`src/rtl/reg_scoreboard.sv`:
```
// reg_scoreboard: counts outstanding register writes between issue and writeback
// and stalls issue on RAW hazards or a saturated destination counter.
module reg_scoreboard #(
    parameter int NREG = 32,
    parameter int CNTW = 2
) (
    input  logic            clk,
    input  logic            rst_n,
    input  logic            issue_valid,
    input  logic            issue_wen,
    input  logic [4:0]      issue_rd,
    input  logic [4:0]      issue_rs,
    input  logic [4:0]      issue_rt,
    input  logic            use_rs,
    input  logic            use_rt,
    input  logic            wb_valid,
    input  logic [4:0]      wb_rd,
    input  logic            flush,
    output logic            stall,
    output logic            issue_fire,
    output logic [NREG-1:0] busy_mask,
    output logic            proto_err
);
    localparam logic [CNTW-1:0] MAXC = '1;
    logic [CNTW-1:0] r_cnt [NREG];
    logic [CNTW-1:0] w_nxt [NREG];
    logic [NREG-1:0] r_busy, w_inc, w_dec;
    logic            r_err, w_rs_pend, w_rt_pend, w_rd_sat, w_wb_err;
    // a writeback that empties the counter this cycle bypasses the value to issue
    always_comb begin
        w_rs_pend = issue_rs != '0 && r_cnt[issue_rs] != '0 &&
                    !(wb_valid && wb_rd == issue_rs && r_cnt[issue_rs] == CNTW'(1));
        w_rt_pend = issue_rt != '0 && r_cnt[issue_rt] != '0 &&
                    !(wb_valid && wb_rd == issue_rt && r_cnt[issue_rt] == CNTW'(1));
        w_rd_sat  = issue_wen && issue_rd != '0 && r_cnt[issue_rd] == MAXC &&
                    !(wb_valid && wb_rd == issue_rd);
        stall     = issue_valid && ((use_rs && w_rs_pend) || (use_rt && w_rt_pend) || w_rd_sat);
        issue_fire = issue_valid && !stall && !flush;
        w_wb_err  = wb_valid && !flush && wb_rd != '0 && r_cnt[wb_rd] == '0;
    end
    always_comb begin
        w_inc = '0;
        w_dec = '0;
        for (int i = 1; i < NREG; i++) begin
            w_inc[i] = issue_fire && issue_wen && issue_rd == 5'(i);
            w_dec[i] = wb_valid && wb_rd == 5'(i) && r_cnt[i] != '0;
        end
        for (int i = 0; i < NREG; i++)
            w_nxt[i] = flush ? '0 : r_cnt[i] + CNTW'(w_inc[i]) - CNTW'(w_dec[i]);
    end
    always_ff @(posedge clk or negedge rst_n) begin
        if (!rst_n) begin
            for (int i = 0; i < NREG; i++) r_cnt[i] <= '0;
            r_busy <= '0;
            r_err  <= 1'b0;
        end else begin
            for (int i = 0; i < NREG; i++) begin
                r_cnt[i]  <= w_nxt[i];
                r_busy[i] <= w_nxt[i] != '0;
            end
            r_err <= r_err | w_wb_err;
        end
    end
    assign busy_mask = r_busy;
    assign proto_err = r_err;
endmodule
```
`config.mk`:
```
export PLATFORM = sky130hd
export DESIGN_NAME = reg_scoreboard
export DESIGN_NICKNAME = d
export VERILOG_FILES = /design/src/rtl/reg_scoreboard.sv
export SDC_FILE = /design/constraint.sdc
export NUM_CORES = 1
export LEC_CHECK = 0
export ABC_AREA = 0
export BUFFER_PORTS_ARGS = -buffer_cell sky130_fd_sc_hd__buf_2
export CORE_ASPECT_RATIO = 0.9
export CORE_MARGIN = 8
export CORE_UTILIZATION = 30
export DETAILED_ROUTE_END_ITERATION = 6
export GPL_TIMING_DRIVEN = 0
export PLACE_DENSITY = 0.44
export RECOVER_POWER = 50
export SETUP_SLACK_MARGIN = 0.2
export SLEW_MARGIN = 10
export SYNTH_ARGS = -nofsm -noshare
export SYNTH_HDL_FRONTEND = slang
export SYNTH_SLANG_ARGS = --single-unit
```
`constraint.sdc`:
```
create_clock -name clk -period 4.5 [get_ports clk]
set_input_delay 0.9 -clock clk [delete_from_list [all_inputs] [get_ports clk]]
set_output_delay 0.9 -clock clk [all_outputs]
set_load 0.02 [all_outputs]
```
# --- Word-level counts from Yosys, hierarchy flattened ---
# Cells that the tools add are included.
op_classes:
  n_addsub: 62
  order_cmp: 4
  eq_ne: 68
  n_mux: 44
  n_bitwise: 5
  n_reduce_logical: 191
op_table:
  columns: ["op", "count"]
  rows:
  - ["$eq A5 B5 Y1 const B", 32]
  - ["$reduce_bool A2 Y1", 65]
  - ["$logic_and A1 B1 Y1", 114]
  - ["$eq A5 B4 Y1 const B", 16]
  - ["$mux W2", 40]
  - ["$add A2 B1 Y2", 31]
  - ["$sub A2 B1 Y2", 31]
  - ["$bmux W2 S5", 4]
  - ["$eq A5 B3 Y1 const B", 8]
  - ["$ge A6 B6 Y1 const B", 4]
  - ["$not A5 Y6", 4]
  - ["$eq A5 B2 Y1 const B", 4]
  - ["$reduce_bool A5 Y1", 4]
  - ["$eq A5 B5 Y1", 3]
  - ["$eq A5 B1 Y1 const B", 2]
  - ["$logic_not A1 Y1", 5]
  - ["$eq A2 B1 Y1 const B", 2]
  - ["$eq A2 B2 Y1 const B", 1]
  - ["$logic_not A2 Y1", 1]
  - ["$logic_or A1 B1 Y1", 2]
  - ["$or A1 B1 Y1", 1]
word_totals:
  ff_bits: 97
  input_bits: 28
  out_inout_bits: 35
  elab_cells: 408

# --- Logic depth before layout (Yosys ltp) ---
depth:
  ltp_word: 21
  depth_mapped: 16
  depth_no_buf: 13

# --- Worst setup path before layout ---
# No wires, ideal clock.
synth_path:
  path_kind: "input to register"
  start: "input issue_rt[0]"
  end: "register r_busy[9], in the netlist busy_mask[9]"
  setup_time_ns: 0.127
  arrival_time_ns: 4.156
  t_required_ns: 4.373
  setup_slack_ns: 0.216
  stages: 15
  path_buffers: 2
  cell_sequence: "buf_2 -> mux4_2 -> mux2_2 -> or3_1 -> a31oi_2 -> nor3_2 -> buf_6 -> or4_1 -> ha_1 -> inv_1 -> ha_1 -> xor2_1 -> xnor2_1 -> nor2_1 -> or2_2"
synth_rtl:
  columns: ["element", "line_no", "rtl"]
  rows:
  - ["start: declaration", "13", "input logic [4:0] issue_rt,"]
  - ["end signal: assignment", "54", "r_busy <= '0;"]
  - ["end signal: indexed assignment", "59", "r_busy[i] <= w_nxt[i] != '0;"]
  - ["end: declaration", "27", "logic [NREG-1:0] r_busy, w_inc, w_dec;"]

==> flow_summary.toml <==
[outcome]
status = "complete, but fails checks"
violations = "capacitance limit, slew limit"

[finish]
final_cell_mix = "dfrtp_1, nor2_1, ha_1"
drive_gt1_frac = 0.243
diodes = 0
nFillCells = 2487
finalNonFillerCells = 1089
synthToLayoutAreaGrowth_pct = 17.8
regArea_um2 = 2430
multi_input_area_um2 = 4680
nNetsFinal = 866
layout_commonest_cell = "dfrtp_1"
post-route-util = 0.356
postLayoutCellArea_um2 = 8510

[global_route]
overflow = 0
grt_pass1_vias = 5931
grt_max_degree = 63
grt_usage = 0.162
antenna_found_initial = 0
grt_pass1_wl_mm = 36.4

[synthesis]
syn_area_um2 = 7220
synthXorXnorAreaFrac = 0.0934
synth_fa_ha_area_frac = 0.107
ys_types = 47
yosysSeqAreaShare = 0.336
ys_top_cells_by_area = "dfrtp_1, mux4_2, ha_1"
synthFlopType = "dfrtp_1"
synth_simple_gate_area_share = 0.210
synth_edf_count = 0
synth_compound_area_frac = 0.0315
netlist_instances = 703
synth.yosys.warnings = 0
syn-num-nets = 793
synth_top_family_by_area = "simple AND/OR/NAND/NOR gates"
synth_top_cell_by_area = "dfrtp_1"
ys_ff_latch = 97
avgSynthCellArea_um2 = 10.3
synth.top_cell.area_share = 0.336
synth.area.mux_share = 0.179
async_flop_share = 1.00

[die]
core_um2 = 23900
floorplan.rows = 54
start_util = 0.302
die_h_um = 163
die_area_um2 = 29300
die_w_um = 180
ioPinCount = 63

[drt]
ant_nets = 0
drt-initial-drc-count = 456
drc = 0
vias = 5823
drt_pre_antenna_iters = 6
via_per_inst = 5.35
wl_per_cell_um = 21.7
wirelength_mm = 23.6

[sta]
period_share = 0.941
drv_slew = 100
setup_viol = 0
fin_crit_ns = 4.23
finalSetupTns_ns = 0
timing.final.ws_setup_ns = 0.266
hold_violations = 0
slew_headroom = -0.267
rsz0062_at_grt = "yes"
max_freq_mhz = 236
whs_ns = 0.489
finClkSkew_ns = 0.0108
worst_pin_slew_ns = 1.90

[clocking]
cts_made_buffers = 9
h-tree-depth = 3
cts_hold_buf = 0
cts_buffer_depth = 2
root_buffer = "clkbuf_16"
clk_latency_ns = 0.36
cts.clk_slew.worst_paths_ns = 0.07
cts_tree = "yes"
cts.sinks = 97

[flow_run]
drv_cap = 2

[placement]
dpl.cell_count = 1063
portBuffers = 51
gp_congestion = 0.933
hpwl_mm = 18.1
post_dp_cell_area_um2 = 7890
pre_cts_ws_ns = -0.570

[setup_path]
crit_buf_inv = 3
end_kind = "register"
crit_path_start_kind = "primary input"
critical-path-max-stage-delay_ns = 0.55
path_delay_family = "simple AND/OR/NAND/NOR gates"
cp.arrival_ns = 4.47
cp_cell_sequence = "buf_6, mux4_2, mux2_4, or3_4, a31oi_4, nor3_4, buf_6, or4_4, ha_1, inv_1, ha_1, xor2_1, xnor2_1, nor2_1, or2_2"
crit_type = "in -> reg"
critical_path.slowest_cell = "mux4_2"
critPathMaxFanout = 5
cp.required_ns = 4.74

[power]
leakage_nw = 4.13
p_total_mw = 1.95
power_density_nw_per_um2 = 229
peakVddDrop_v = 0.000149

[min_path]
worstHoldPathType = "reg -> reg"
==> cells in the mapped netlist (10+ instances only) <==
cell and count:
dfrtp_1 97, nor2_1 74, ha_1 62, nor2b_1 43, mux4_2 41, xor2_1 39
xnor2_1 38, nand2_1 36, inv_1 34, or2_2 33, nor3_1 31, mux2i_1 30
or4_1 28, clkbuf_1 25, nand3_1 16, buf_2 10
==> final cells by class <==
class                   count  share of cell area
clock buffers              11              0.0297
well taps                 308              0.0453
flip-flops and latches     97               0.285
clock inverters             5             0.00721
plain buffers              40              0.0309
inverters                  34              0.0150
repair buffers             61              0.0366
multi-input cells         533               0.550
==> timing repair <==
action | in CTS | in global routing
hold endpoints to repair | 0 | 0
resized for setup | 21 | 56
pin swaps | 1 | 14
buffers inserted | 0 | 8
setup endpoints to repair | 38 | 23
gates cloned | 0 | 2
==> registers in the layout (all words and copies together) (netlist names) <==
name / flops
r_cnt: 64
proto_err: 1
busy_mask: 32
==> final timing paths <==
| kind | start | to | slack (ns) | depth (start not counted) |
|---|---|---|---|---|
| setup / recovery | issue_rt[0] | busy_mask[3] | 0.27 | 15 |
| hold / removal | proto_err | proto_err | 0.49 | 1 |
| setup reg to reg | r_cnt[41] | busy_mask[3] | 0.45 | 14 |
| hold reg to reg | proto_err | proto_err | 0.49 | 1 |
| max in group asynchronous | rst_n | busy_mask[1] | 1.06 | 2 |
| min in group asynchronous | rst_n | busy_mask[10] | 1.06 | 1 |
==> where the power goes <==
part	internal, mW	switching, mW	leakage (nW)
Clock	0.466	0.363	0.157
Sequential	0.873	0.00176	1.35
Combinational	0.0825	0.164	2.62
==> kinds of logic (layout without fill, tap and decap cells) <==
group	Yosys count	count (layout)
DFF	97	97
AOI/OAI and AO/OA	28	28
buffers and inverters	74	151
muxes	77	77
xor gates and xnor gates	77	77
adders and majority gates	62	62
and+or+nand+nor	288	289
==> routing by layer <==
layer | wire, um | track usage | vias to the layer above
met3 | 1650 | 0.0396 | 44
met2 | 10400 | 0.250 | 240
met5 | 0 | 0 | -
met1 | 10900 | 0.221 | 2919
li1 | - | - | 2620
met4 | 637 | 0.0545 | 0
Note: power is estimated with default switching activity, not from simulation.
